==> src/rtl/mips32_mem_pkg.sv <==
// Shared types for the unified instruction/data memory port arbiter.
// Mode and owner-tag encodings are visible on ports and in the bench.
package mips32_mem_pkg;

  localparam int AW_DEF       = 10;
  localparam int DW_DEF       = 32;
  localparam int MAX_WAIT_DEF = 4;

  typedef enum logic [1:0] {
    ST_RUN   = 2'd0,
    ST_DRAIN = 2'd1,
    ST_LOAD  = 2'd2
  } arb_state_e;

  typedef enum logic [1:0] {
    OWN_NONE = 2'd0,
    OWN_IF   = 2'd1,
    OWN_DM   = 2'd2,
    OWN_LD   = 2'd3
  } owner_e;

endpackage

==> src/rtl/mem_arb_starve_cnt.sv <==
// Saturating count of denied fetch cycles; at_max hands fetch the port
// ahead of data traffic.
module mem_arb_starve_cnt
  import mips32_mem_pkg::*;
#(
  parameter int MAX_WAIT = MAX_WAIT_DEF
) (
  input  logic clk1,
  input  logic rst_n,
  input  logic inc,
  input  logic clr,
  output logic at_max
);

  localparam logic [3:0] MAX_W = 4'(MAX_WAIT);

  logic [3:0] cnt;

  always_ff @(posedge clk1 or negedge rst_n) begin
    if (!rst_n) begin
      cnt <= '0;
    end else if (clr) begin
      cnt <= '0;
    end else if (inc && (cnt != MAX_W)) begin
      cnt <= cnt + 4'd1;
    end
  end

  assign at_max = (cnt == MAX_W);

endmodule

==> src/rtl/mem_port_arbiter.sv <==
// Single-port arbiter for fetch, data and loader access to one synchronous-read
// memory, with run/drain/load mode sequencing and fetch starvation protection.
//
// state    | meaning
// ---------+--------------------------------------------------------------
// ST_RUN   | pipeline owns the port; data beats fetch unless fetch starved
// ST_DRAIN | one idle cycle so an outstanding read response can land
// ST_LOAD  | loader/debug port owns the port; fetch and data held off
module mem_port_arbiter
  import mips32_mem_pkg::*;
#(
  parameter int AW       = AW_DEF,
  parameter int DW       = DW_DEF,
  parameter int MAX_WAIT = MAX_WAIT_DEF
) (
  input  logic          clk1,
  input  logic          rst_n,
  input  logic          core_halt,
  input  logic          if_req,
  input  logic [AW-1:0] if_addr,
  output logic          if_gnt,
  input  logic          dm_req,
  input  logic          dm_we,
  input  logic [AW-1:0] dm_addr,
  input  logic [DW-1:0] dm_wdata,
  output logic          dm_gnt,
  input  logic          ld_req,
  input  logic          ld_we,
  input  logic [AW-1:0] ld_addr,
  input  logic [DW-1:0] ld_wdata,
  output logic          ld_gnt,
  output logic          if_rvalid,
  output logic          dm_rvalid,
  output logic          ld_rvalid,
  output logic [DW-1:0] rdata,
  output logic          mem_en,
  output logic          mem_we,
  output logic [AW-1:0] mem_addr,
  output logic [DW-1:0] mem_wdata,
  input  logic [DW-1:0] mem_rdata,
  output logic [1:0]    arb_state
);

  arb_state_e state_q, state_d;
  owner_e     owner_q, owner_d;
  logic       if_win, dm_win, ld_win;
  logic       at_max;
  logic       starve_inc, starve_clr;

  always_ff @(posedge clk1 or negedge rst_n) begin
    if (!rst_n) begin
      state_q <= ST_RUN;
    end else begin
      state_q <= state_d;
    end
  end

  always_comb begin
    state_d = state_q;
    case (state_q)
      ST_RUN:   if (core_halt) state_d = ST_DRAIN;
      ST_DRAIN: state_d = core_halt ? ST_LOAD : ST_RUN;
      ST_LOAD:  if (!core_halt) state_d = ST_RUN;
      default:  state_d = ST_RUN;
    endcase
  end

  // Grants are forced low while reset is held, independent of registered state.
  always_comb begin
    if_win = 1'b0;
    dm_win = 1'b0;
    ld_win = 1'b0;
    if (rst_n) begin
      case (state_q)
        ST_RUN: begin
          if (if_req && at_max) begin
            if_win = 1'b1;
          end else if (dm_req) begin
            dm_win = 1'b1;
          end else if (if_req) begin
            if_win = 1'b1;
          end
        end
        ST_LOAD: ld_win = ld_req;
        default: ;
      endcase
    end
  end

  assign if_gnt = if_win;
  assign dm_gnt = dm_win;
  assign ld_gnt = ld_win;
  assign mem_en = if_win | dm_win | ld_win;

  always_comb begin
    mem_we    = 1'b0;
    mem_addr  = '0;
    mem_wdata = '0;
    owner_d   = OWN_NONE;
    if (if_win) begin
      mem_addr = if_addr;
      owner_d  = OWN_IF;
    end else if (dm_win) begin
      mem_we    = dm_we;
      mem_addr  = dm_addr;
      mem_wdata = dm_wdata;
      owner_d   = dm_we ? OWN_NONE : OWN_DM;
    end else if (ld_win) begin
      mem_we    = ld_we;
      mem_addr  = ld_addr;
      mem_wdata = ld_wdata;
      owner_d   = ld_we ? OWN_NONE : OWN_LD;
    end
  end

  // The tag follows every grant, so a response from the last cycle of a mode
  // is still delivered after the mode changes.
  always_ff @(posedge clk1 or negedge rst_n) begin
    if (!rst_n) begin
      owner_q <= OWN_NONE;
    end else begin
      owner_q <= owner_d;
    end
  end

  assign if_rvalid = (owner_q == OWN_IF);
  assign dm_rvalid = (owner_q == OWN_DM);
  assign ld_rvalid = (owner_q == OWN_LD);
  assign rdata     = (owner_q != OWN_NONE) ? mem_rdata : '0;
  assign arb_state = state_q;

  assign starve_inc = (state_q == ST_RUN) && if_req && !if_win;
  assign starve_clr = if_win || ((state_q == ST_DRAIN) && core_halt);

  mem_arb_starve_cnt #(
    .MAX_WAIT (MAX_WAIT)
  ) u_starve_cnt (
    .clk1   (clk1),
    .rst_n  (rst_n),
    .inc    (starve_inc),
    .clr    (starve_clr),
    .at_max (at_max)
  );

endmodule

==> config.mk <==
export PLATFORM = sky130hd
export DESIGN_NAME = mem_port_arbiter
export DESIGN_NICKNAME = d
export VERILOG_FILES = /design/src/rtl/mips32_mem_pkg.sv /design/src/rtl/mem_arb_starve_cnt.sv /design/src/rtl/mem_port_arbiter.sv
export SDC_FILE = /design/constraint.sdc
export NUM_CORES = 1
export LEC_CHECK = 0
export CAP_MARGIN = 20
export CORE_ASPECT_RATIO = 0.6
export CORE_MARGIN = 3
export CORE_UTILIZATION = 20
export CTS_CLUSTER_DIAMETER = 30
export DETAILED_ROUTE_END_ITERATION = 12
export PLACE_DENSITY_LB_ADDON = 0.15
export SLEW_MARGIN = 20
export SYNTH_ARGS = -nofsm -noshare
export SYNTH_HDL_FRONTEND = slang
export SYNTH_HIERARCHICAL = 1
export SYNTH_SLANG_ARGS = --single-unit
==> constraint.sdc <==
create_clock -name clk1 -period 1.8 [get_ports clk1]
set_input_delay 0.18 -clock clk1 [delete_from_list [all_inputs] [get_ports clk1]]
set_output_delay 0.18 -clock clk1 [all_outputs]
set_load 0.1 [all_outputs]
==> out/qor.csv, run 1 <==
metric,value,unit
setup_slack,-0.356,ns
period_needed,2.16,ns
yosys_warnings,6,
drive_gt1_frac,0.507,
synthDistinctLibCells,31,
rsz0062_at_grt,true,
start_util,0.209,
slew_headroom,0.788,
fin_worst_skew,0.00590,ns
numCtsBuffers,3,
worstSkewPairLatency,0.24,ns
post-route-period-util,1.20,
peakVddDrop,0.875,mV
drt-pass1-iter-count,6,
synth_fp_nets,286,
avgSynthCellArea,8.64,µm²
overflow,0,
ant_nets,0,
area.growth.synth_to_final,316,%
worstPathArrival,1.98,ns
postCtsHoldBufs,0,
portBuffers,217,
core-area,6190,µm²
die_y,68.4,µm
grt_max_degree,33,
rows,22,
htree_levels,1,
synth_edf_count,0,
rr_worst_depth,11,
diodes,0,
clockBufferDepth,2,
yosysSeqAreaShare,0.154,
clk_pin_slew,0.05,ns
grt_pass1_vias,2359,
syn_area,1300,µm²
endpoint_kind,output port,
synth_ff_type,dfrtp_1,
ios,218,
yosysTopAreaCellShare,0.223,
hold_viol,0,
status,finished with violations,
failed_checks,setup timing,
wl,11000,µm
vias,2350,
cts_tree,built,
setup_viol,51,
cts-root-buf,clkbuf_8,
powerDensity,742,nW/µm²
p_leak,2.33,nW
hold_class,input pin to async pin,
critPathRequiredTime,1.62,ns
synth-async-reset-ratio,1.00,
yosys-top-cells-area,"a22o_1 (22%), nor2b_1 (16%), dfrtp_1 (15%), mux2_2 (8.7%), a32o_1 (7.7%)",
maxCapViolCount,0,
drc_errors,0,
hpwlAfterDp,7910,µm
routedWlPerCell,22.3,µm
n_fill_cell,287,
track_usage,0.248,
drt-vias-per-instance,4.78,
clock-sinks,8,
setup_tns,-14.87,ns
tightest_slew,0.318,ns
yosysTopAreaCell,a22o_1,
antenna_found_initial,0,
worstPathMaxFanout,10,
drtIter0Drc,98,
grt_pass1_wl,13900,µm
drv_slew,0,
power,4.00,mW
die_x,110,µm
critical_path_class,flip-flop to output port,
fmax,464,MHz
start_kind,flip-flop,
ys_seq_elements,8,
nNetsFinal,545,
syn_inst,150,
die_area,7510,µm²
place_congestion,0.747,
==> synthesized netlist by cell type (3+ instances only) <==
master    count
buf_2         4
nand3_1       4
dfrtp_1       8
buf_6         5
inv_1         4
nand2_1       4
a21oi_1       4
mux2_2       10
a32o_1       10
clkbuf_1      4
a22o_1       33
and2_1        3
nor2b_1      34
==> routing by layer <==
layer | track usage | vias to the layer above | wire (µm)
li1 | - | 1086 | -
met1 | 0.293 | 1115 | 4000
met2 | 0.464 | 132 | 5800
met3 | 0.0707 | 17 | 1050
met4 | 0.0280 | 0 | 146
met5 | 0 | - | 0
==> sequential cells by signal, indices dropped and copies added, names as in the netlist <==
register,count
u_starve_cnt/cnt,4
arb_state,2
owner_q,2
==> cells in the final DEF (no fill, tap or decap), types with 2 or more instances in the layout <==
cell | netlist | final
buf_12 | 0 | 86
buf_8 | 0 | 3
clkdlybuf4s50_1 | 0 | 133
inv_2 | 2 | 2
a32o_1 | 10 | 10
buf_4 | 0 | 27
buf_16 | 0 | 4
nand3_1 | 4 | 2
mux2_4 | 0 | 10
a22o_4 | 0 | 33
a21oi_2 | 0 | 2
clkbuf_8 | 0 | 3
and2_1 | 3 | 3
nor2b_1 | 34 | 34
buf_6 | 5 | 10
nand2_4 | 0 | 2
clkinv_4 | 0 | 2
nor2_2 | 1 | 2
a21oi_1 | 4 | 2
dfrtp_4 | 0 | 2
a21o_2 | 2 | 2
dfrtp_1 | 8 | 6
clkbuf_16 | 0 | 2
==> worst paths after layout <==
path | from | to | slack (ns)
worst max-delay path | u_starve_cnt/cnt[1] | mem_addr[1] | -0.36
worst min-delay path | rst_n | arb_state[1] | 0.45
worst max register to register | u_starve_cnt/cnt[1] | u_starve_cnt/cnt[3] | -0.34
worst min register to register | u_starve_cnt/cnt[3] | u_starve_cnt/cnt[3] | 0.58
max in group asynchronous | rst_n | arb_state[0] | 1.24
min in group clk1 | u_starve_cnt/cnt[3] | u_starve_cnt/cnt[3] | 0.58
==> where the power goes <==
group / internal [mW] / switching, mW
Combinational: 1.49 / 2.01
Sequential: 0.221 / 0.0367
Clock: 0.155 / 0.0837
Total: 1.87 / 2.13
==> logic make-up after synthesis <==
logic type	count (synthesis)	synth area share
simple gates	56	0.287
compound gates	53	0.353
buf+inv	20	0.0927
mux	10	0.0869
flops	8	0.154
fa+ha+maj	2	0.0193
xor+xnor	1	0.00676
==> what timing repair did <==
| item | 4_1_cts | 5_1_grt |
|---|---|---|
| gates resized for setup | 13 | 26 |
| setup buffers | 7 | 9 |
| pin swaps | 12 | 12 |
| endpoints found under the setup margin | 47 | 50 |
| gates cloned | 4 | 3 |
==> area by class of cell <==
type | count | area, µm² | area share
clock buffer | 4 | 45.0 | 0.00834
inverter | 7 | 55.1 | 0.0102
multi-input combinational | 122 | 1400 | 0.259
sequential | 8 | 208 | 0.0385
tap | 84 | 105 | 0.0195
timing repair buffer | 265 | 3570 | 0.662
timing repair inverter | 2 | 15.0 | 0.00278
==> worst max-delay path, cell delays in order, from the launching register on <==
cell and delay, ns:
dfrtp_1 0.39, inv_2 0.10, ha_4 0.15, nand3b_4 0.09
clkinv_4 0.08, nand2_4 0.07, buf_12 0.15, a32o_1 0.25
mux2_4 0.27, buf_12 0.17
==> per-stage QoR <==
step,instance area (µm²),std cells,hold slack [ns],setup WS [ns],util
after floorplan,1720,150,-0.116,-0.355,-
after detailed placement,4980,466,0.546,-0.194,0.804
final,5400,492,0.446,-0.356,0.872
after global routing,5400,492,0.464,-0.397,0.872
after global placement,4980,466,0.541,-0.136,0.804
after CTS,5180,480,0.430,-0.309,0.837
Power figures use the tool's default switching activity.
==> inputs of run 2 (changes only) <==
- GPL_TIMING_DRIVEN: unset -> 0
==> out/qor.csv, run 2 (synthesized netlist as in run 1, its figures left out) <==
metric,value,unit,change
slew_headroom,0.366,,-0.421
r2r-end,u_starve_cnt/cnt[3],,
track_usage,0.212,,-0.0366
min_from,u_starve_cnt/cnt[3],,
setup_viol,47,,-7.8%
die_area,7510,µm²,unchanged
nNetsFinal,529,,-2.9%
ff2ff_setup_slack,-0.14,ns,+0.20 ns
cts_tree,built,,
clk_pin_slew,0.04,ns,about the same
largest_reg_flops,4,,unchanged
rows,22,,unchanged
fmax,471,MHz,+1.5%
setup_slack,-0.324,ns,+0.0325 ns
fin_worst_skew,0.00407,ns,-0.00183 ns
seqCellArea,208,µm²,unchanged
n_fill_cell,433,,+51%
die_y,68.4,µm,unchanged
clock-sinks,8,,unchanged
critPathRequiredTime,1.62,ns,about the same
hold_class,flip-flop to flip-flop,,
worstSkewPairLatency,0.23,ns,about the same
placed_area,3990,µm²,-20%
hpwlAfterDp,6800,µm,-14%
drt-vias-per-instance,4.66,,-2.5%
reg2reg_from,u_starve_cnt/cnt[0],,
p_leak,2.08,nW,-11%
area.growth.synth_to_final,253,%,
grt_pass1_wl,12200,µm,-12%
overflow,0,,unchanged
grt_pass1_vias,2262,,-4.1%
hold_viol,0,,unchanged
numCtsBuffers,3,,unchanged
endpoint_kind,output port,,
crit_chain,inv_2 -> ha_4 -> nand3b_4 -> clkinv_4 -> nand2_4 -> clkbuf_8 -> a32o_1 -> mux2_4 -> buf_12,,
regMostFlops,u_starve_cnt/cnt,,
hold_end,u_starve_cnt/cnt[3],,
failed_checks,setup timing,,
powerDensity,763,nW/µm²,+2.9%
maxCapViolCount,0,,unchanged
rr_worst_depth,9,,-2
setup_tns,-12.46,ns,+2.42 ns
ant_nets,0,,unchanged
drtIter0Drc,77,,-21%
period_needed,2.12,ns,-0.0325 ns
drc_errors,0,,unchanged
clockBufferDepth,2,,unchanged
die_x,110,µm,unchanged
post-route-period-util,1.18,,-0.0181
wl,9340,µm,-15%
mostFrequentLayoutCell,clkdlybuf4s50_1,,
status,finished with violations,,
critPathBufInv,4,,unchanged
grt_max_degree,11,,-67%
portBuffers,217,,unchanged
core-area,6190,µm²,unchanged
worstPathMaxFanout,5,,-5
diodes,0,,unchanged
final_cell_mix,"clkdlybuf4s50_1 (132), buf_12 (45), nor2b_1 (34)",,
place_ws,-1.66,ns,-1.47 ns
routedWlPerCell,19.6,µm,-12%
crit_family,buffers and inverters,,
antenna_found_initial,0,,unchanged
drv_slew,0,,unchanged
htree_levels,1,,unchanged
start_kind,flip-flop,,
ios,218,,unchanged
holdWs,0.560,ns,+0.114 ns
worstPathArrival,1.94,ns,-0.04 ns
start_util,0.209,,unchanged
critical_path_class,flip-flop to output port,,
vias,2216,,-5.7%
drt-pass1-iter-count,4,,-2
cpPeakStageDelay,0.39,ns,about the same
rsz0062_at_grt,true,,
worst_hold_path.num_cells,2,,
drive_gt1_frac,0.472,,-0.0354
tightest_slew,0.955,ns,+0.637 ns
peakVddDrop,0.625,mV,-29%
cts-root-buf,clkbuf_8,,
multiInputGateArea,1370,µm²,-1.6%
fin_area,4570,µm²,-15%
cp_slowest_cell,dfrtp_1,,
place_congestion,0.796,,+6.7%
[run 2: cell count changes in the layout (fill, tap and decap cells not counted), sizes merged]
| cell | delta |
|---|---|
| dlygate4sd2 | +1 |
| buf | -24 |
| clkdlybuf4s50 | -1 |
| clkinv | -1 |
| dlygate4sd3 | +1 |
| clkdlybuf4s15 | +4 |
| clkbuf | +5 |
| inv | -1 |
[run 2: final cells by class]
class,instances,area share
Buffer,13,0.0353
Clock buffer,4,0.00985
Tap cell,84,0.0230
Multi-Input combinational cell,122,0.300
Sequential cell,8,0.0454
Inverter,7,0.00930
Timing Repair Buffer,238,0.577
[run 2: worst max-delay path by stage]
stage | cells after the start | from | slack, ns | to
2_1_floorplan | 3 | owner_q[1] | -0.35 | rdata[10]
3_3_place_gp | 7 | rst_n | -1.66 | mem_wdata[8]
3_5_place_dp | 7 | rst_n | -1.66 | mem_wdata[8]
4_1_cts | 9 | u_starve_cnt/cnt[1] | -0.33 | mem_addr[2]
5_1_grt | 9 | u_starve_cnt/cnt[1] | -0.39 | mem_addr[9]
6_report | 9 | u_starve_cnt/cnt[1] | -0.32 | mem_addr[5]
[run 2: worst reg2reg max path, cell delays in order (launching register included)]
cell and delay (ns):
dfrtp_1 0.37, inv_2 0.07, ha_4 0.16, nand3b_4 0.08, clkinv_4 0.08, o21ai_0 0.19, and3_2 0.30, nand4_1 0.14
or3_1 0.33, a21oi_1 0.14
[run 2: stage by stage]
step	power [mW]	instances	utilization
detailed placement	2.88	451	0.645
floorplan	2.15	150	-
global placement	2.86	451	0.645
global route	3.60	476	0.738
finish	3.49	476	0.738
CTS	3.37	467	0.709
[run 2: power by group]
| part | total, mW | switching, mW | internal, mW |
|---|---|---|---|
| registers | 0.276 | 0.0546 | 0.221 |
| logic | 2.99 | 1.87 | 1.12 |
| clock network | 0.222 | 0.0684 | 0.153 |
[run 2: per-layer routing]
metal	global-route usage	part of all wire
met4	0.0311	0.0073
met2	0.387	0.54
met3	0.0669	0.089
met5	0	0
met1	0.249	0.36
[run 2: timing repair]
item	4_1_cts	5_1_grt
cloned	1	0
endpoints found under the hold margin	8	0
pin swaps	9	3
resized for setup	581	39
setup endpoints to repair	85	62
buffers inserted	10	9
hold buffers	1	0
==> inputs of run 3 (changes only) <==
- CORE_UTILIZATION: 20 -> 24
- clock period: 1.8 -> 2.6 ns (I/O delays scaled with it)
==> out/qor.csv, run 3 (synthesized netlist as in run 1, its figures left out) <==
metric,value,unit,change
status,"finished, final reports clean",,
rr_worst_depth,9,,unchanged
wl,7740,µm,-17%
fin_worst_skew,0.00690,ns,+0.00283 ns
seqCellArea,201,µm²,-3.0%
wl_met3,699,µm,-15%
fmax,409,MHz,
critical_path_class,flip-flop to output port,,
rsz0062_at_grt,false,,
power,1.95,mW,-44%
cts-root-buf,clkbuf_8,,
critPathRequiredTime,2.34,ns,+0.72 ns
nNetsFinal,508,,-4.0%
drtIter0Drc,86,,+12%
die_x,101,µm,-8.2%
slew_headroom,0.317,,-0.0491
track_usage,0.225,,+0.0134
hpwlAfterDp,6680,µm,-1.8%
rows,20,,-9.1%
drt-vias-per-instance,4.69,,+0.72%
drc_errors,0,,unchanged
r2r-end,u_starve_cnt/cnt[3],,
place_ws,-0.916,ns,+0.747 ns
post-route-period-util,0.941,,
clockBufferDepth,2,,unchanged
worstPathMaxFanout,10,,+5
n_fill_cell,438,,+1.2%
cp-startpoint,u_starve_cnt/cnt[0],,
drt-met1-wl,3000,µm,-11%
die_y,62.9,µm,-8.0%
maxCapViolCount,0,,unchanged
worstSkewPairLatency,0.23,ns,about the same
htree_levels,1,,unchanged
p_leak,1.76,nW,-16%
ant_nets,0,,unchanged
placed_area,3590,µm²,-10%
cts_setup_buffers,0,,-10
hold_class,input pin to async pin,,
setup_viol,0,,-100%
start_util,0.253,,+0.0434
regMostFlops,u_starve_cnt/cnt,,
fin_area,3470,µm²,-24%
peakVddDrop,0.289,mV,-54%
drive_gt1_frac,0.299,,-0.173
grt_max_degree,13,,+2
cts_tree,built,,
period_needed,2.45,ns,
tightest_slew,1.02,ns,+0.0667 ns
clk_pin_slew,0.04,ns,about the same
multiInputGateArea,1010,µm²,-26%
routedWlPerCell,17.7,µm,-9.7%
overflow,0,,unchanged
crit_path_end,mem_addr[3],,
start_kind,flip-flop,,
largest_reg_flops,4,,unchanged
numCtsBuffers,3,,unchanged
postCtsHoldBufs,0,,-1
endpoint_kind,output port,,
setup_slack,0.153,ns,+0.477 ns
setup_tns,0,ns,+12.46 ns
final_cell_mix,"clkdlybuf4s50_1 (139), buf_2 (34), nor2b_1 (34)",,
powerDensity,560,nW/µm²,-27%
area.growth.synth_to_final,168,%,
mostFrequentLayoutCell,clkdlybuf4s50_1,,
die_area,6350,µm²,-16%
grt_pass1_wl,11300,µm,-7.5%
maxUsedRoutingLayer,met4,,
hold_viol,0,,unchanged
place_congestion,0.836,,+4.9%
core-area,5130,µm²,-17%
drv_slew,0,,unchanged
fin_util,0.677,,-0.0609
ff2ff_setup_slack,0.60,ns,+0.74 ns
worstPathArrival,2.19,ns,+0.25 ns
grt_pass1_vias,2072,,-8.4%
antenna_found_initial,0,,unchanged
diodes,0,,unchanged
ios,218,,unchanged
portBuffers,217,,unchanged
clock-sinks,8,,unchanged
reg2reg_from,u_starve_cnt/cnt[0],,
drt-pass1-iter-count,4,,unchanged
met2_length,3900,µm,-23%
vias,2049,,-7.5%
[run 3: timing repair]
action | 4_1_cts | 5_1_grt
endpoints found under the setup margin | 67 | 38
pin swaps | 0 | 0
resized for setup | 211 | 65
[run 3: layout make-up]
class | count | area share
Timing Repair Buffer | 217 | 0.579
Multi-Input combinational cell | 122 | 0.291
Sequential cell | 8 | 0.0580
Buffer | 13 | 0.0266
Tap cell | 66 | 0.0238
Clock buffer | 4 | 0.0130
Inverter | 7 | 0.00828
[run 3: worst min path at each step]
| stage | startpoint | to | slack, ns | cells past startpoint |
|---|---|---|---|---|
| final | rst_n | arb_state[0] | 0.009 | 1 |
| after global routing | rst_n | arb_state[0] | 0.02 | 1 |
| after CTS | rst_n | arb_state[0] | 0.01 | 1 |
| after detailed placement | u_starve_cnt/cnt[3] | u_starve_cnt/cnt[3] | 0.55 | 2 |
| after global placement | u_starve_cnt/cnt[3] | u_starve_cnt/cnt[3] | 0.53 | 2 |
| after floorplan | rst_n | arb_state[0] | -0.04 | 0 |
[run 3: worst max-delay path, stage by stage (launching register included)]
cell	delay (ns)
dfrtp_1	0.39
inv_1	0.11
ha_1	0.20
nand3b_4	0.11
inv_2	0.11
nand2_1	0.07
buf_2	0.19
a32o_1	0.28
mux2_2	0.27
buf_4	0.23
[run 3: power breakdown]
group          internal (mW)  switching [mW]
sequential             0.150          0.0303
clock                  0.106          0.0470
combinational          0.457            1.16
[run 3: metal layers]
metal,vias to the layer above,GRT usage
met2,104,0.408
met5,-,0
met1,920,0.263
met3,14,0.0580
met4,0,0.0504
li1,1011,-
[run 3: metrics by stage]
stage,cells,hold WS (ns)
after floorplan,150,-0.0356
after global placement,433,0.530
after detailed placement,433,0.550
after CTS,437,0.0117
after global routing,437,0.0197
final,437,0.00868
